### src/rtl/pipe_icache_if.sv
// Fetch-side and block-memory-side signals of the instruction cache.
// master = cache, slave = IF stage plus block memory.
interface pipe_icache_if;
    logic [31:0]  pc;
    logic         fetch_req;
    logic [31:0]  inst;
    logic         inst_valid;
    logic         stall;
    logic [31:0]  mem_addr;
    logic         mem_en;
    logic         mem_ready;
    logic [255:0] mem_in;

    modport master (
        input  pc, fetch_req, mem_ready, mem_in,
        output inst, inst_valid, stall, mem_addr, mem_en
    );

    modport slave (
        output pc, fetch_req, mem_ready, mem_in,
        input  inst, inst_valid, stall, mem_addr, mem_en
    );
endinterface

### src/rtl/pipe_icache.sv
// Direct-mapped I-cache with 256-bit block refill; optional hit/miss
// counters when ICACHE_STATS_EN is defined.
module pipe_icache #(
    parameter int LINES   = 8,
    parameter int TIMEOUT = 4
) (
    input  logic          clock,
    input  logic          reset,
    pipe_icache_if.master bus
`ifdef ICACHE_STATS_EN
    ,
    output logic [31:0]   hit_count,
    output logic [31:0]   miss_count
`endif
);
    localparam int IDX = $clog2(LINES);
    localparam int TW  = 27 - IDX;
    localparam int CW  = $clog2(TIMEOUT + 1);

    typedef enum logic [1:0] {
        S_IDLE,
        S_REQ,
        S_WAIT,
        S_FILL
    } state_t;

    state_t             r_state;
    state_t             w_next;

    logic [LINES-1:0]   r_valid;
    logic [TW-1:0]      r_tag  [LINES];
    logic [255:0]       r_data [LINES];
    logic [26:0]        r_miss_blk;
    logic [CW-1:0]      r_wcnt;
    logic [255:0]       r_fill;

    logic [IDX-1:0]     w_idx;
    logic [TW-1:0]      w_tag;
    logic [2:0]         w_word;
    logic [IDX-1:0]     w_fidx;
    logic [TW-1:0]      w_ftag;
    logic               w_lookup;
    logic               w_hit;
    logic               w_miss;
    logic [CW-1:0]      w_cnt_inc;
    logic               w_wait_done;
    logic [255:0]       w_line;
    logic [31:0]        w_words [8];
    logic               w_unused_pc;

    assign w_word      = bus.pc[4:2];
    assign w_idx       = bus.pc[5+IDX-1:5];
    assign w_tag       = bus.pc[31:5+IDX];
    assign w_unused_pc = ^bus.pc[1:0];

    assign w_fidx = r_miss_blk[IDX-1:0];
    assign w_ftag = r_miss_blk[26:IDX];

    assign w_lookup = bus.fetch_req & r_valid[w_idx] & (r_tag[w_idx] == w_tag);
    assign w_hit    = (r_state == S_IDLE) & w_lookup;
    assign w_miss   = (r_state == S_IDLE) & bus.fetch_req & ~w_lookup;

    // An all-zero block never raises mem_ready, so the counter stands in.
    assign w_cnt_inc   = r_wcnt + CW'(1);
    assign w_wait_done = bus.mem_ready | (w_cnt_inc >= CW'(TIMEOUT));

    assign bus.mem_addr = {r_miss_blk, 5'b0};

    always_comb begin
        w_line = r_data[w_idx];
        for (int i = 0; i < 8; i++) begin
            w_words[i] = w_line[255-32*i -: 32];
        end
    end

    always_ff @(posedge clock) begin
        if (reset) begin
            r_state <= S_IDLE;
        end else begin
            r_state <= w_next;
        end
    end

    always_comb begin
        w_next = r_state;
        unique case (r_state)
            S_IDLE:  if (w_miss) w_next = S_REQ;
            S_REQ:   w_next = S_WAIT;
            S_WAIT:  if (w_wait_done) w_next = S_FILL;
            S_FILL:  w_next = S_IDLE;
            default: w_next = S_IDLE;
        endcase
    end

    always_comb begin
        bus.mem_en     = 1'b0;
        bus.stall      = 1'b0;
        bus.inst_valid = 1'b0;
        bus.inst       = '0;
        unique case (r_state)
            S_IDLE: begin
                bus.inst_valid = w_hit;
                bus.inst       = w_hit ? w_words[w_word] : '0;
                bus.stall      = w_miss;
            end
            S_REQ, S_WAIT: begin
                bus.mem_en = 1'b1;
                bus.stall  = 1'b1;
            end
            S_FILL: begin
                bus.stall = 1'b1;
            end
            default: begin
                bus.stall = 1'b0;
            end
        endcase
    end

    always_ff @(posedge clock) begin
        if (reset) begin
            r_valid    <= '0;
            r_miss_blk <= '0;
            r_wcnt     <= '0;
            r_fill     <= '0;
        end else begin
            if (w_miss) r_miss_blk <= bus.pc[31:5];
            if (r_state == S_REQ) r_wcnt <= '0;
            if (r_state == S_WAIT) begin
                r_wcnt <= w_cnt_inc;
                if (w_wait_done) r_fill <= bus.mem_in;
            end
            if (r_state == S_FILL) r_valid[w_fidx] <= 1'b1;
        end
    end

    always_ff @(posedge clock) begin
        if (!reset && r_state == S_FILL) begin
            r_tag[w_fidx]  <= w_ftag;
            r_data[w_fidx] <= r_fill;
        end
    end

`ifdef ICACHE_STATS_EN
    logic [31:0] r_hit_cnt;
    logic [31:0] r_miss_cnt;

    always_ff @(posedge clock) begin
        if (reset) begin
            r_hit_cnt  <= '0;
            r_miss_cnt <= '0;
        end else begin
            if (w_hit && r_hit_cnt != 32'hFFFF_FFFF)
                r_hit_cnt <= r_hit_cnt + 32'd1;
            if (w_miss && r_miss_cnt != 32'hFFFF_FFFF)
                r_miss_cnt <= r_miss_cnt + 32'd1;
        end
    end

    assign hit_count  = r_hit_cnt;
    assign miss_count = r_miss_cnt;
`endif
endmodule
### src/flat_wrapper.sv
// flat-port wrapper written by rule: the top's interface ports become plain ports
module pipe_icache_flat 
#(
    parameter int LINES   = 8,
    parameter int TIMEOUT = 4
)
  (clock, reset, bus_pc, bus_fetch_req, bus_mem_ready, bus_mem_in, bus_inst, bus_inst_valid, bus_stall, bus_mem_addr, bus_mem_en);
  pipe_icache_if bus_i ();
  input  logic clock;
  input  logic reset;
  input wire logic [$bits(bus_i.pc)-1:0] bus_pc;
  input wire logic [$bits(bus_i.fetch_req)-1:0] bus_fetch_req;
  input wire logic [$bits(bus_i.mem_ready)-1:0] bus_mem_ready;
  input wire logic [$bits(bus_i.mem_in)-1:0] bus_mem_in;
  output wire logic [$bits(bus_i.inst)-1:0] bus_inst;
  output wire logic [$bits(bus_i.inst_valid)-1:0] bus_inst_valid;
  output wire logic [$bits(bus_i.stall)-1:0] bus_stall;
  output wire logic [$bits(bus_i.mem_addr)-1:0] bus_mem_addr;
  output wire logic [$bits(bus_i.mem_en)-1:0] bus_mem_en;
  assign bus_i.pc = bus_pc;
  assign bus_i.fetch_req = bus_fetch_req;
  assign bus_i.mem_ready = bus_mem_ready;
  assign bus_i.mem_in = bus_mem_in;
  assign bus_inst = bus_i.inst;
  assign bus_inst_valid = bus_i.inst_valid;
  assign bus_stall = bus_i.stall;
  assign bus_mem_addr = bus_i.mem_addr;
  assign bus_mem_en = bus_i.mem_en;
  pipe_icache #(.LINES(LINES), .TIMEOUT(TIMEOUT)) u_core (.clock(clock), .reset(reset), .bus(bus_i));
endmodule
### config.mk
export PLATFORM = sky130hd
export DESIGN_NAME = pipe_icache_flat
export DESIGN_NICKNAME = d
export VERILOG_FILES = /design/src/rtl/pipe_icache_if.sv /design/src/rtl/pipe_icache.sv /design/src/flat_wrapper.sv
export SDC_FILE = /design/constraint.sdc
export NUM_CORES = 2
export LEC_CHECK = 0
export ABC_AREA = 0
export ABC_CLOCK_PERIOD_IN_PS = 88300
export BUFFER_PORTS_ARGS = -buffer_cell sky130_fd_sc_hd__buf_2
export CAP_MARGIN = 20
export CORE_MARGIN = 10
export CORE_UTILIZATION = 64
export DETAILED_ROUTE_END_ITERATION = 10
export GPL_ROUTABILITY_DRIVEN = 0
export PLACE_DENSITY = 0.88
export SYNTH_ARGS = -nofsm -noshare
export SYNTH_HDL_FRONTEND = slang
export SYNTH_SLANG_ARGS = --single-unit
### constraint.sdc
create_clock -name clock -period 88.3 [get_ports clock]
set_clock_uncertainty 0.15 [all_clocks]
set_input_delay 0 -clock clock [delete_from_list [all_inputs] [get_ports clock]]
set_output_delay 0 -clock clock [all_outputs]
set_load 0.03 [all_outputs]
==> results.txt <==
- Crit Path Max Fanout: 99
- Pin slew with the least headroom to its limit: 1.18 ns
* Violated checks: antenna violations, design-rule violations
* I/O pin count: 359
* DRC viols: 12
- After detailed routing, the number of vias per cell comes to 7.23.
- First-pass GRT wire length: 429000 um
- The pre-antenna-repair detailed-routing pass consisted of 10 iterations.
- From left edge to right edge, the die measures 407 um.
* Number of routed nets with antenna violations: 1
- The slowest stage of the critical path is the buf_4 cell.
* Fraction of layout cells with a size suffix above 1: 25.1%
- The via count of the first global-routing pass was 57300.
* CP Data Arrival Time: 6.34 ns
* Max Slew Vio Count: 0
- Mean Syn Cell Area: 20.7 um^2
- In this run the biggest area consumer among cell types represents 70.4% of the synthesized area.
* Worst IR Drop VDD: 0.0217 mV
- Global-route usage over all layers: 36.6%
- Across the run, the number of max-cap violations was 0.
- The signal on the critical path passes through dlygate4sd3_1 -> buf_8 -> buf_4 -> mux4_2 -> mux2i_1 -> xnor2_1 -> a221oi_1 -> nand4_1 -> nor4_4 -> buf_4 -> nand2_2 -> a211oi_1 -> buf_2.
- Clk_lat worst skew: 0.90 ns
* Worst path max stage delay: 0.92 ns
* Largest delay share family, worst path: buffers and inverters
- Summed over all instances, the cell type with the most area after synthesis is edfxtp_1.
- CTS Sinks: 2536
* Pre-CTS setup slack: 82.81 ns
- Required time of the worst setup path: 88.15 ns
* Buffer levels on the longest clock path: 3
* Result of the run: finished with violations
* Most repeated library cell on the critical path: buf_4
- Max frequency: 154 MHz
* Setup repair after global routing missed its margin: no
* Final-report hold violation count: 0
- Setup violations remaining at the end of the flow were counted as 0.
- TritonCTS built the clock tree.
* Clock-pin transition on the worst setup and hold timing paths: 0.07 ns
* Post_cts resized: 0
* Syn Inst Count: 4615
- Area of the mapped netlist: 95600 um^2
* Critical path class: input port to output port
- Total wire length: 301000 um
- For this block, the initial DRC count from the detailed router was 10100.
- Counting I/O delays and the setup requirement, the final critical path takes 6.49 ns.
* Synth warn: 0
* Hold buffers post-CTS: 698
- Summed over all layers, the global routing overflow is 0.
- STA classifies the critical path endpoint as an output port.
* Post-CTS Setup Repair Bufs: 0
- Of the synthesized area, sequential elements account for 76.6%.
* Number of rows in the core area: 141
- Summed over all cells, the static leakage comes to 0.0386 uW.
- Layout area overhead: 19.6%
- Power density over cell area: 23.3 nW/um^2
- Final period utilization: 7.35%
- Vias post-DR: 56900
- The most used flip-flop cell after synthesis is edfxtp_1.
- Number of non-filler instances in the completed layout: 7862
* Final HPWL DP: 134000 um
- For this configuration, the core starts out at a cell density of 64.6%.
* CTS H-tree lvls: 4
* Number of nets in the layout: 6000
- By area the synthesized netlist is led by edfxtp_1, mux4_2, dfxtp_1, nand2_1, a21oi_1.
- In this run the worst hold path is classified as input port to register.
- TritonCTS Buffers: 229
* Power after layout: 2660 uW
- In the synthesized netlist the async set-or-reset flop fraction comes to 0%.
* Floorplan die area: 165000 um^2
- The floorplan step set the die height to 407 um.
- Among all cell types in the netlist, the one instantiated most often is edfxtp_1.
- After synthesis the netlist holds a flip-flop and latch count of 2536.
- Largest net degree at the start of global routing: 145
- Post-synth EDFFs: 2240
- Area inside the core boundary: 148000 um^2
- Setup slack on the critical path of the routed design comes to 81.81 ns.
* Number of antenna violations at the first check in global routing: 27
* Routed WL per cell: 38.3 um
- Sorting the synthesized cells by how often they occur yields edfxtp_1, mux4_2, nand2_1.
- Utilization after layout: 77.3%
* Critical path buffer and inverter count: 5
* Startpoint Class: input port
* Number of distinct library cell variants in the gate-level netlist after synthesis: 45
- Final-layout setup total negative slack: 0 ns
- Port-buffer cells: 351
- CTS root buffer: clkbuf_16
- Placed Cells incl. Taps: 6702
- Measured against its own limit, the worst slew margin works out to 21.2%.
## final timing paths
check                               to                 start  cells past startpoint  slack (ns)
hold / removal      u_core.r_fill[249]         bus_mem_ready                      6        0.12
setup reg to reg  u_core.r_data[5][77]  u_core.r_miss_blk[2]                      5       83.26
setup / recovery           bus_inst[9]             bus_pc[6]                     13       81.81
hold reg to reg      u_core.r_valid[2]     u_core.r_valid[2]                      1        0.37
## power by group
group / internal, uW / total, uW / switching [uW]
combinational: 83.4 / 193 / 109
sequential: 1350 / 1400 / 48.0
clock: 588 / 1070 / 482
## kinds of logic (layout without fill, tap and decap cells)
group	after synthesis	after routing	synth area share, %
compound gates	323	323	1.85
xor+xnor	18	18	0.165
fa+ha+maj	4	4	0.0523
buf+inv	279	1573	1.30
flops	2536	2536	76.6
mux	792	792	17.3
other cells	1	24	0.00392
simple gates	662	662	2.79
## metrics by stage
| step | area, um^2 | hold WS (ns) |
|---|---|---|
| floorplan | 95600 | -0.0140 |
| global placement | 99400 | 0.0958 |
| detailed placement | 99400 | 0.0985 |
| CTS | 114000 | 0.0358 |
| global route | 114000 | 0.135 |
| finish | 114000 | 0.122 |
## flip-flops by register name, indices dropped and copies added, names as in the netlist
name	cells
u_core.r_valid	8
u_core.r_miss_blk	27
u_core.r_tag	192
u_core.r_data	2048
u_core.r_state	2
u_core.r_wcnt	3
u_core.r_fill	256
## final cells by class
cell class	count	area [um^2]
Inverter	6	22.5
Sequential cell	2536	73200
Antenna cell	19	47.5
Fill cell	6561	33700
Multi-Input combinational cell	1804	21300
Timing Repair Buffer	1127	9520
Clock buffer	329	6440
Tap cell	1930	2410
Clock inverter	111	1460
## layer usage
metal	routed length (um)	track usage (%)
met1	93200	45.3
met2	149000	60.1
met3	37500	8.77
met4	21200	19.7
met5	219	0
## tightest hold or removal path: cells and delay by family
| family | cells | cell delay (ns) |
|---|---|---|
| and+or+nand+nor | 3 | 0.61 |
| buffers and inverters | 2 | 0.42 |
| AOI/OAI and AO/OA | 1 | 0.06 |
## cell usage in the layout, fill, tap and decap left out, drive strengths merged, types with 14 or more instances in the layout
cell type	Yosys	routed
xnor2	15	15
bufinv	0	26
dfxtp	296	296
mux4	686	686
diode	0	19
dlygate4sd3	0	698
mux2i	99	99
edfxtp	2240	2240
clkinv	0	65
nor2	15	15
buf	134	429
clkbuf	139	329
a21o	14	14
inv	6	17
and3	26	26
a21oi	261	261
nand2	579	579
(Power assumes the default switching activity.)
